File: src/rtl/sample_burst_monitor.sv
// Receive-side checker for the gated burst sample clock: measures high/low run lengths, pulses
// per burst and silence gap against the programmed divider settings, with sticky error flags.
module sample_burst_monitor #(
  parameter int unsigned DIV_W  = 12,
  parameter int unsigned CNT_W  = 4,
  parameter int unsigned GAP_W  = 10,
  parameter int unsigned BCNT_W = 16
) (
  input  logic              HF_CLK,
  input  logic              RST_sync,
  input  logic              ENABLE,
  input  logic              SAMPLE_IN,
  input  logic              PHASE_IN,
  input  logic [DIV_W-1:0]  PHASE1DIV1_sync,
  input  logic [CNT_W-1:0]  PHASE1COUNT_sync,
  input  logic [GAP_W-1:0]  PHASE2COUNT_sync,
  input  logic              ERR_CLR,
  output logic              BURST_DONE,
  output logic [CNT_W:0]    BURST_PULSES,
  output logic [BCNT_W-1:0] BURST_CNT,
  output logic [3:0]        ERR_FLAGS
);

  typedef enum logic [2:0] {StIdle, StArmed, StHigh, StLow, StGap} state_e;

  localparam logic [CNT_W:0] CountOne = {{CNT_W{1'b0}}, 1'b1};

  state_e            state_q, state_d;
  logic              sample_q, phase_q;
  logic [DIV_W-1:0]  run_q, run_d;
  logic [CNT_W:0]    count_q, count_d;
  logic              burst_done_q;
  logic [CNT_W:0]    burst_pulses_q;
  logic [BCNT_W-1:0] burst_cnt_q;
  logic [3:0]        err_flags_q;

  logic           rise, fall, phase_rise, monitor_en, continuous;
  logic           end_burst, arm;
  logic [3:0]     err_new;
  logic [CNT_W:0] exp_count;

  assign rise       = SAMPLE_IN & ~sample_q;
  assign fall       = ~SAMPLE_IN & sample_q;
  assign phase_rise = PHASE_IN & ~phase_q;
  assign monitor_en = ENABLE && (PHASE1DIV1_sync != '0);
  assign continuous = (PHASE2COUNT_sync == '0);
  // A programmed count of zero means a full 2**CNT_W pulses per burst.
  assign exp_count  = (PHASE1COUNT_sync == '0) ? {1'b1, {CNT_W{1'b0}}}
                                               : {1'b0, PHASE1COUNT_sync};

  always_comb begin
    run_d = run_q;
    if (rise || fall) begin
      run_d = {{(DIV_W-1){1'b0}}, 1'b1};
    end else if (run_q != '1) begin
      run_d = run_q + {{(DIV_W-1){1'b0}}, 1'b1};
    end
  end

  always_comb begin
    state_d   = state_q;
    count_d   = count_q;
    end_burst = 1'b0;
    arm       = 1'b0;
    err_new   = '0;
    if (!monitor_en) begin
      // Dropping enable discards any partial burst without reporting it.
      state_d = StIdle;
    end else begin
      case (state_q)
        StIdle: begin
          state_d = StArmed;
          arm     = 1'b1;
        end
        StArmed: begin
          if (rise) begin
            state_d = StHigh;
            count_d = CountOne;
          end
        end
        StHigh: begin
          if (fall) begin
            err_new[0] = (run_q != PHASE1DIV1_sync);
            if (PHASE_IN || (continuous && count_q == exp_count)) begin
              end_burst = 1'b1;
              if (continuous) begin
                state_d = StLow;
                count_d = '0;
              end else begin
                state_d = StGap;
              end
            end else begin
              state_d = StLow;
            end
          end
        end
        StLow: begin
          if (rise) begin
            err_new[1] = (run_q != PHASE1DIV1_sync);
            count_d    = (count_q != '1) ? count_q + CountOne : count_q;
            state_d    = StHigh;
          end else if (phase_rise) begin
            end_burst = 1'b1;
            state_d   = StGap;
          end
        end
        StGap: begin
          if (rise) begin
            err_new[3] = !continuous && (run_q != DIV_W'(PHASE2COUNT_sync));
            count_d    = CountOne;
            state_d    = StHigh;
          end
        end
        default: state_d = StIdle;
      endcase
      if (end_burst && count_q != exp_count) begin
        err_new[2] = 1'b1;
      end
    end
  end

  always_ff @(posedge HF_CLK) begin
    if (RST_sync) begin
      state_q        <= StIdle;
      sample_q       <= 1'b0;
      phase_q        <= 1'b0;
      run_q          <= '0;
      count_q        <= '0;
      burst_done_q   <= 1'b0;
      burst_pulses_q <= '0;
      burst_cnt_q    <= '0;
      err_flags_q    <= '0;
    end else begin
      state_q      <= state_d;
      sample_q     <= SAMPLE_IN;
      phase_q      <= PHASE_IN;
      run_q        <= run_d;
      count_q      <= count_d;
      burst_done_q <= end_burst;
      if (end_burst) begin
        burst_pulses_q <= count_q;
      end
      if (arm) begin
        burst_cnt_q <= '0;
      end else if (end_burst) begin
        burst_cnt_q <= burst_cnt_q + {{(BCNT_W-1){1'b0}}, 1'b1};
      end
      // A new error in the clearing cycle survives the clear.
      err_flags_q <= (ERR_CLR ? 4'b0000 : err_flags_q) | err_new;
    end
  end

  assign BURST_DONE   = burst_done_q;
  assign BURST_PULSES = burst_pulses_q;
  assign BURST_CNT    = burst_cnt_q;
  assign ERR_FLAGS    = err_flags_q;

endmodule

File: config.mk
export PLATFORM = sky130hd
export DESIGN_NAME = sample_burst_monitor
export DESIGN_NICKNAME = d
export VERILOG_FILES = /design/src/rtl/sample_burst_monitor.sv
export SDC_FILE = /design/constraint.sdc
export NUM_CORES = 1
export LEC_CHECK = 0
export CAP_MARGIN = 15
export CORE_MARGIN = 5
export CORE_UTILIZATION = 45
export DETAILED_ROUTE_END_ITERATION = 6
export PLACE_DENSITY = 0.82
export SKIP_LAST_GASP = 1
export SYNTH_ARGS = -nofsm -noshare
export SYNTH_HDL_FRONTEND = slang
export SYNTH_SLANG_ARGS = --single-unit
File: constraint.sdc
create_clock -name HF_CLK -period 4.36 [get_ports HF_CLK]
set_input_delay 0.872 -clock HF_CLK [delete_from_list [all_inputs] [get_ports HF_CLK]]
set_output_delay 0.872 -clock HF_CLK [all_outputs]
set_load 0.05 [all_outputs]
Word-level counts from Yosys, hierarchy flattened
Cells that the tools add are included.

Flip-flop bits (word level): 48. Output and inout port bits: 26. Word-level logic and storage cells: 92.

Add/subtract/negate cells: 3. Equality and inequality tests: 17. Multiplexer cells: 35. Bitwise operators: 8. Reduce and logical (&&, ||, !) cells: 19.

Operators with widths (number): two-way mux 5 bit (7); two-way mux 3 bit (6); two-way mux 1 bit (17); adder 16 x 1 -> 16 bit (second input constant) (1); one-hot mux 5 bit (3 select lines) (1); adder 12 x 1 -> 12 bit (second input constant) (1); inequality test 12 x 10 -> 1 bit (1); inequality test 12 bit (1); inequality test 12 bit (second input constant) (1); one-hot mux 3 bit (4 select lines) (1); nonzero test 12 bit (1); zero test 10 bit (1); inequality test 2 bit (second input constant) (5); two-way mux 4 bit (2); AND reduction 8 bit (1); OR reduction 2 bit (4); == test 3 x 2 -> 1 bit (second input constant) (2); adder 5 x 1 -> 5 bit (second input constant) (1); == test 5 bit (1); inequality test 5 bit (1); inequality test 5 bit (second input constant) (1); logical AND 1 bit (4); zero test 4 bit (1); inverter 1 bit (4); other kinds (13) (16).

Depth between registers and ports, before layout
Gate-level depths: netlist of the first run.

Depth after elaboration: 13. Gate-level depth with buffers: 9.

Least setup slack after synthesis of the first run
OpenSTA, ideal clock, no wires.

Kind: input -> register. Start: input PHASE1DIV1_sync[3]. End: register burst_cnt_q[15], in the netlist BURST_CNT[15]. Arrival time: 2422 ps. Data required time: 4210 ps. Slack: 1788 ps. Stages: 7. Path through: or4_1 o31ai_4 or2b_4 buf_12 a211o_2 xor2_1 nor2_1.

Longest elaborated chain between the ends: 4.

RTL lines: from (decl) (RTL line 14) `input logic [DIV_W-1:0] PHASE1DIV1_sync,`; nonzero test 12 bit * (RTL line 45) `assign monitor_en = ENABLE && (PHASE1DIV1_sync != '0);`; logical AND 1 bit * (RTL line 45); two-way mux 1 bit (RTL line 66) `if (!monitor_en) begin`; OR reduction 2 bit (no source line); to (signal assigned) (RTL line 146) `burst_cnt_q <= burst_cnt_q + {{(BCNT_W-1){1'b0}}, 1'b1};`; to (decl) (RTL line 34) `logic [BCNT_W-1:0] burst_cnt_q;`.

Mark *: on every way between the ends. The rest lies on a longest branch, timed or not. A chain may end at the register's enable or synchronous reset.

Worst setup path after layout of the first run
Start: input SAMPLE_IN. End: register burst_cnt_q[4], in the netlist BURST_CNT[4].

Longest elaborated chain between the ends: 6.

RTL lines: from (decl) (RTL line 12) `input logic SAMPLE_IN,`; inverter 1 bit (RTL line 43) `assign fall = ~SAMPLE_IN & sample_q;`; bitwise AND 1 bit (RTL line 43); two-way mux 1 bit (RTL line 82) `if (fall) begin`; one-hot mux 1 bit (2 select lines) * (RTL line 70) `case (state_q)`; two-way mux 1 bit * (2 in a row) (RTL line 66).

Mark *: on every way between the ends. The rest lies on a longest branch, timed or not. The select of a mux whose other input is x is not followed.

==> impl_metrics.json, run 1 <==
{
  "grt_pass1_wl_um": 11400,
  "ir_drop_mv": 0.158,
  "dp_hpwl_um": 5300,
  "fmax_mhz": 328,
  "p_per_area_nw_per_um2": 250,
  "syn_area_um2": 2830,
  "yosysWarnings": 0,
  "cp_slowest_cell": "a2111oi_1",
  "path_class": "input port to register",
  "cts_buffers": 5,
  "worstPathCellList": "clkdlybuf4s50_1 > ha_1 > nand2b_1 > o2bb2ai_1 > nand2_1 > a2111oi_1 > xnor2_1 > nor2_1",
  "ys_types": 54,
  "die_area_um2": 7980,
  "portBuffers": 57,
  "grt_overflow_total": 0,
  "synth_largest_area_cell": "dfxtp_1",
  "crit_required_ps": 4560,
  "path_buf_inv": 1,
  "synthesis.instances": 313,
  "period_minus_slack_ps": 3050,
  "rsz0062_at_grt": "no",
  "stdcell_area_um2": 3540,
  "netlist_top_cells_count": "dfxtp_1 (48), nor2_1 (35), xor2_1 (32)",
  "cpLargestDelayFamily": "compound AO/OA/AOI/OAI gates",
  "clk_latency_ps": 300,
  "tns_ps": 0,
  "grt_pass1_vias": 2446,
  "final_nets": 403,
  "cts_tree": "built",
  "grt_use_total_pct": 18.0,
  "cts_buffer_depth": 2,
  "num_rows": 28,
  "hold_buffers": 0,
  "finalCoreUtilization_pct": 58.8,
  "finalSetupViolCount": 0,
  "synthToLayoutAreaGrowth_pct": 25.2,
  "placed_area_um2": 3430,
  "slowest_delay_ps": 600,
  "wl_per_cell_um": 15.6,
  "fillCellCount": 542,
  "ctsResizeCount": 0,
  "status": "completed",
  "syn_nets": 351,
  "die_h_um": 89.3,
  "final-max-slew-violation-count": 0,
  "root_buffer": "clkbuf_8",
  "synth_seq_cells": 48,
  "initial_core_util_pct": 47.0,
  "min_path_type": "register to register",
  "whs_ps": 504,
  "cp.arrival_ps": 3250,
  "n_antenna_cell": 0,
  "maxSlewHeadroom_pct": 52.1,
  "synthArstFlopShare_pct": 0,
  "hold_violations": 0,
  "drcViolationCount": 0,
  "fin_crit_sh_pct": 69.9,
  "post_cts.repair.setup_buffers": 0,
  "crit_fanout": 15,
  "power_uw": 888,
  "end_kind": "register",
  "clk_pin_slew_ps": 100,
  "ys.flop_type": "dfxtp_1",
  "vias_per_cell": 5.74,
  "io_pins": 58,
  "synth.most_common_cell": "dfxtp_1",
  "synth_edf_count": 0,
  "die_w_um": 89.3,
  "drt_iter0_markers": 107,
  "drive_gt1_share_pct": 7.10,
  "startpoint_type": "input port",
  "dr.pass1.iters": 4,
  "clock-sinks": 48,
  "synth.top_cells.by_area": "dfxtp_1 (34%), xor2_1 (9.9%), xnor2_1 (5.6%)",
  "htreeDepth": 2,
  "grt_max_degree": 22,
  "clock-skew-final_ps": 5.39,
  "place.gp.congestion": 0.881,
  "worst_pin_slew_ps": 717,
  "ys_seq_area_share_pct": 34.0,
  "drv_cap": 0,
  "routed_wl_um": 6870,
  "synth_top_area_share_pct": 34.0,
  "ant_nets": 0,
  "p_leak_uw": 0.00122,
  "design.core.area_um2": 6030,
  "antenna_found_initial": 0,
  "syn_avg_cell_area_um2": 9.04,
  "vias": 2532
}
-- worst min-delay path: stages (launching register included) --
cell and delay, ps:
dfxtp_1 330, nand2_1 60, a21oi_1 60
-- kinds of logic after synthesis --
group | after synthesis | synth area share, %
AO/OA/AOI/OAI | 56 | 16.8
buffers and inverters | 22 | 4.16
flip-flops | 48 | 34.0
multiplexers | 7 | 2.48
adder cells (fa/ha/maj) | 6 | 2.65
XOR/XNOR | 50 | 15.5
AND/OR/NAND/NOR | 124 | 24.5
-- metal layers --
layer  vias up  track usage (%)  routed length, um
li1       1233                -                  -
met1      1183             22.2               2880
met2        97             30.1               3370
met3        19             4.42                474
met4         0             7.04                151
met5         -                0                  0
-- final cells by class --
class | count | area [um2] | area share, %
well taps | 75 | 93.8 | 2.65
flip-flops and latches | 48 | 961 | 27.1
repair buffers | 59 | 586 | 16.5
clock inverters | 3 | 46.3 | 1.31
clock buffers | 5 | 68.8 | 1.94
inverters | 8 | 30.0 | 0.847
multi-input cells | 243 | 1760 | 49.6
-- power by group --
group / leakage, uW / total, uW / switching [uW] / internal, uW
Clock: 0.0000548 / 335 / 162 / 173
Combinational: 0.000776 / 102 / 52.4 / 50.0
Sequential: 0.000388 / 451 / 8.50 / 442
-- registers in the layout, indices dropped and copies added, names as in the netlist --
register,count
phase_q,1
ERR_FLAGS,4
run_q,12
BURST_CNT,16
state_q,3
count_q,5
sample_q,1
BURST_PULSES,5
BURST_DONE,1
-- stage by stage --
stage,setup slack (ps),instances
after CTS,1330,441
after global placement,1070,433
after floorplan,1790,313
after detailed placement,1000,433
final,1310,441
after global routing,1130,441
-- worst paths after layout --
path                      startpoint                   endpoint  slack (ps)  cells past startpoint
min reg2reg  ERR_FLAGS[1]$_SDFF_PP0_    ERR_FLAGS[1]$_SDFF_PP0_         500                      2
min          ERR_FLAGS[1]$_SDFF_PP0_    ERR_FLAGS[1]$_SDFF_PP0_         500                      2
max                        SAMPLE_IN  BURST_CNT[4]$_SDFFE_PP0P_        1310                      8
max reg2reg  state_q[0]$_SDFFE_PP0P_  BURST_CNT[4]$_SDFFE_PP0P_        1900                      6
-- layout by cell type (no fill, tap or decap), drive strengths merged, types with 8 or more instances in the layout --
cell type / count
a2111oi: 8
clkdlybuf4s50: 57
nor2: 35
nand3: 8
and3: 8
nand4: 10
xnor2: 18
inv: 9
a21oi: 16
nand2: 25
a211oi: 9
dfxtp: 48
xor2: 32
nor4: 9
Note: power is estimated with default switching activity, not from simulation.
==> inputs of run 2 (changes only) <==
- PLACE_DENSITY: 0.82 -> 0.85
- clock period: 4.36 -> 2.6 ns (I/O delays scaled with it)
==> impl_metrics.json, run 2 (synthesis gave the netlist of run 1 again) <==
{
  "status": "completed",
  "hold_violations": 0,
  "rsz0062_at_grt": "no",
  "root_buffer": "clkbuf_8",
  "final_common_cell": "clkdlybuf4s50_1",
  "dp_hpwl_um": 5640,
  "clock-sinks": 48,
  "cp.arrival_ps": 2720,
  "grt_pass1_wl_um": 12200,
  "hold_buffers": 0,
  "ir_drop_mv": 0.228,
  "io_pins": 58,
  "worst_pin_slew_ps": 586,
  "place.gp.congestion": 0.876,
  "fillCellCount": 492,
  "startpoint_type": "input port",
  "drcViolationCount": 0,
  "clk_latency_ps": 310,
  "fin_ws_ps": 98.9,
  "clk_pin_slew_ps": 100,
  "stdcell_area_um2": 3840,
  "crit_fanout": 6,
  "path_class": "input port to register",
  "final-max-slew-violation-count": 0,
  "final_cell_mix": "clkdlybuf4s50_1 (57), dfxtp_1 (48), buf_4 (39)",
  "grt_use_total_pct": 19.6,
  "ant_nets": 0,
  "routed_wl_um": 7580,
  "die_h_um": 89.3,
  "place_inst": 469,
  "portBuffers": 57,
  "crit_required_ps": 2810,
  "drv_cap": 0,
  "n_antenna_cell": 0,
  "post-place-ws_ps": -309,
  "design.core.area_um2": 6030,
  "grtUsageMet2_pct": 35.4,
  "grt_use_met3_pct": 4.42,
  "end_kind": "register",
  "grt_overflow_total": 0,
  "cts_buffer_depth": 2,
  "grt_max_degree": 21,
  "cts_tree": "built",
  "wl_per_cell_um": 15.8,
  "whs_ps": 471,
  "p_per_area_nw_per_um2": 376,
  "grt_pass1_vias": 2624,
  "placed_area_um2": 3710,
  "drt_iter0_markers": 251,
  "vias": 2708,
  "dr.pass1.iters": 5,
  "die_area_um2": 7980,
  "finalSetupViolCount": 0,
  "p_leak_uw": 0.00140,
  "globalRouteMet1Util_pct": 21.8,
  "initial_core_util_pct": 47.0,
  "die_w_um": 89.3,
  "final_nets": 442,
  "drive_gt1_share_pct": 16.0,
  "cts_buffers": 5,
  "synthToLayoutAreaGrowth_pct": 35.8,
  "clock-skew-final_ps": 15.8,
  "num_rows": 28,
  "maxSlewHeadroom_pct": 60.7,
  "antenna_found_initial": 0,
  "min_path_type": "register to register",
  "fin_cells": 480,
  "period_minus_slack_ps": 2500,
  "fin_crit_sh_pct": 96.2,
  "fmax_mhz": 400,
  "top_usage_layer": "met2",
  "htreeDepth": 2,
  "largest_reg_flops": 16,
  "vias_per_cell": 5.64
}
run 2: per-stage QoR:
step	utilization, %	setup TNS, ps	total power (uW)
6_report	63.8	0	1450
5_1_grt	63.8	0	1500
4_1_cts	63.2	0	1450
3_5_place_dp	61.6	-2900	983
3_3_place_gp	61.6	-1740	976
2_1_floorplan	-	0	862
run 2: final timing paths:
kind	startpoint	to	slack, ps	cells after the start
setup / recovery	PHASE1COUNT_sync[0]	BURST_CNT[13]$_SDFFE_PP0P_	100	8
setup reg to reg	state_q[2]$_SDFFE_PP0P_	BURST_CNT[13]$_SDFFE_PP0P_	400	7
hold / removal	ERR_FLAGS[1]$_SDFF_PP0_	ERR_FLAGS[1]$_SDFF_PP0_	470	2
hold reg to reg	ERR_FLAGS[1]$_SDFF_PP0_	ERR_FLAGS[1]$_SDFF_PP0_	470	2
run 2: where the power goes:
part           leakage [uW]  switching, uW  total [uW]  internal [uW]
sequential         0.000388           7.46         749            741
combinational      0.000967            105         222            117
clock             0.0000445            260         476            217
total               0.00140            372        1450           1070
run 2: area by class of cell:
| type | count | area, um2 | area share (%) |
|---|---|---|---|
| tap | 75 | 93.8 | 2.44 |
| sequential | 48 | 961 | 25.0 |
| multi-input combinational | 244 | 1780 | 46.4 |
| timing repair buffer | 97 | 883 | 23.0 |
| inverter | 8 | 30.0 | 0.781 |
| clock buffer | 7 | 86.3 | 2.25 |
| clock inverter | 1 | 7.51 | 0.195 |
run 2: critical path, stage by stage:
cell,delay (ps)
clkdlybuf4s50_1,440
nor4_2,340
xnor2_1,330
nand4bb_4,230
buf_4,230
a2111oi_4,390
xnor2_1,180
nor2_1,60
run 2: per-layer routing:
metal | wire length, um | up-vias
li1 | - | 1306
met1 | 2990 | 1261
met2 | 3890 | 116
met3 | 513 | 25
met4 | 190 | 0
met5 | 0 | -
run 2: repair_timing:
item,CTS,global route
setup endpoints to repair,0,4
buffers inserted,0,2
hold endpoints to repair,0,0
gates resized for setup,0,1
==> inputs of run 3 (changes only) <==
- CELL_PAD_IN_SITES_DETAIL_PLACEMENT: not set -> 1
- CELL_PAD_IN_SITES_GLOBAL_PLACEMENT: not set -> 2
- CORE_UTILIZATION: 45 -> 28
- PLACE_DENSITY: 0.85 -> 0.87
==> impl_metrics.json, run 3 (synthesis gave the netlist of run 1 again) <==
{
  "min_path_type": "register to register",
  "clk_pin_slew_ps": 90,
  "grt_pass1_wl_um": 13900,
  "grt_overflow_total": 0,
  "die_area_um2": 12200,
  "status": "completed",
  "clock-sinks": 48,
  "final_cell_mix": "clkdlybuf4s50_1 (57), dfxtp_1 (48), buf_4 (38)",
  "crit_fanout": 9,
  "end_kind": "register",
  "fmax_mhz": 405,
  "ant_nets": 0,
  "io_pins": 58,
  "portBuffers": 57,
  "period_minus_slack_ps": 2470,
  "final_nets": 442,
  "crit_required_ps": 2800,
  "path_class": "input port to register",
  "n_antenna_cell": 0,
  "dp_hpwl_um": 6580,
  "p_leak_uw": 0.00141,
  "multiInputGateArea_um2": 1770,
  "place_inst": 530,
  "hold_violations": 0,
  "rsz0062_at_grt": "no",
  "htreeDepth": 2,
  "startpoint_type": "input port",
  "grt_max_degree": 21,
  "grt_use_total_pct": 13.4,
  "cts_buffer_depth": 2,
  "largest_reg_flops": 16,
  "die_h_um": 111,
  "maxSlewHeadroom_pct": 64.7,
  "ir_drop_mv": 0.160,
  "seq_area_um2": 961,
  "num_rows": 36,
  "fin_crit_sh_pct": 95.0,
  "drive_gt1_share_pct": 16.1,
  "clk_latency_ps": 300,
  "cp.arrival_ps": 2670,
  "drt_iter0_markers": 51,
  "p_per_area_nw_per_um2": 356,
  "finalSetupViolCount": 0,
  "final_common_cell": "clkdlybuf4s50_1",
  "post-place-ws_ps": -238,
  "initial_core_util_pct": 28.8,
  "synthToLayoutAreaGrowth_pct": 38.5,
  "final-max-slew-violation-count": 0,
  "dr.pass1.iters": 4,
  "fillCellCount": 1173,
  "drv_cap": 0,
  "vias": 2588,
  "design.core.area_um2": 9820,
  "cts_buffers": 5,
  "die_w_um": 111,
  "drcViolationCount": 0,
  "grt_pass1_vias": 2778,
  "cts_tree": "built",
  "place.gp.congestion": 0.857,
  "routed_wl_um": 8100,
  "wl_per_cell_um": 15.1,
  "vias_per_cell": 4.82,
  "antenna_found_initial": 0,
  "worst_pin_slew_ps": 528,
  "clock-skew-final_ps": 10.3,
  "fin_ws_ps": 130,
  "fin_cells": 537,
  "root_buffer": "clkbuf_8"
}
[run 3: final timing paths]
check,startpoint,endpoint,slack [ps],depth (start not counted)
hold reg to reg,ERR_FLAGS[1]$_SDFF_PP0_,ERR_FLAGS[1]$_SDFF_PP0_,480,2
hold / removal,ERR_FLAGS[1]$_SDFF_PP0_,ERR_FLAGS[1]$_SDFF_PP0_,480,2
setup / recovery,PHASE1COUNT_sync[1],BURST_CNT[8]$_SDFFE_PP0P_,130,8
setup reg to reg,state_q[2]$_SDFFE_PP0P_,BURST_CNT[8]$_SDFFE_PP0P_,410,6
[run 3: report_power, final]
part	switching [uW]	internal (uW)	leakage, uW	total (uW)
sequential	8.22	741	0.000388	749
combinational	104	118	0.000978	222
clock	239	183	0.0000410	423
total	352	1040	0.00141	1390
[run 3: area by class of cell]
cell class | instances | share of cell area [%]
Sequential cell | 48 | 24.5
Clock buffer | 6 | 1.85
Multi-Input combinational cell | 243 | 45.2
Inverter | 8 | 0.766
Tap cell | 133 | 4.24
Clock inverter | 1 | 0.128
Timing Repair Buffer | 98 | 23.4
[run 3: worst max-delay path, stage by stage]
cell,delay (ps)
clkdlybuf4s50_1,440
buf_4,150
xor2_1,150
nor4_4,300
nand4bb_4,250
a2111oi_1,610
xnor2_1,180
nor2_1,50
[run 3: metal layers]
| metal | part of all wire, % | GRT usage, % | vias to the layer above |
|---|---|---|---|
| met4 | 0.70 | 2.46 | 0 |
| met5 | 0 | 0 | - |
| met2 | 49 | 24.4 | 52 |
| li1 | - | - | 1301 |
| met3 | 3.6 | 2.68 | 7 |
| met1 | 46 | 16.4 | 1228 |
[run 3: timing repair]
item                                    in CTS  in global routing
hold buffers                                 0                  0
setup buffers                                0                  0
gates resized for setup                      0                  2
endpoints found under the setup margin       0                  3
[run 3: per-stage QoR]
step	TNS [ps]	total power, uW	cell area, um2	hold slack [ps]	util [%]
floorplan	0	862	2830	490	-
global placement	-1280	982	3830	453	39.0
detailed placement	-2500	990	3830	469	39.0
CTS	0	1420	3910	482	39.8
global route	0	1480	3920	498	39.9
finish	0	1390	3920	481	39.9
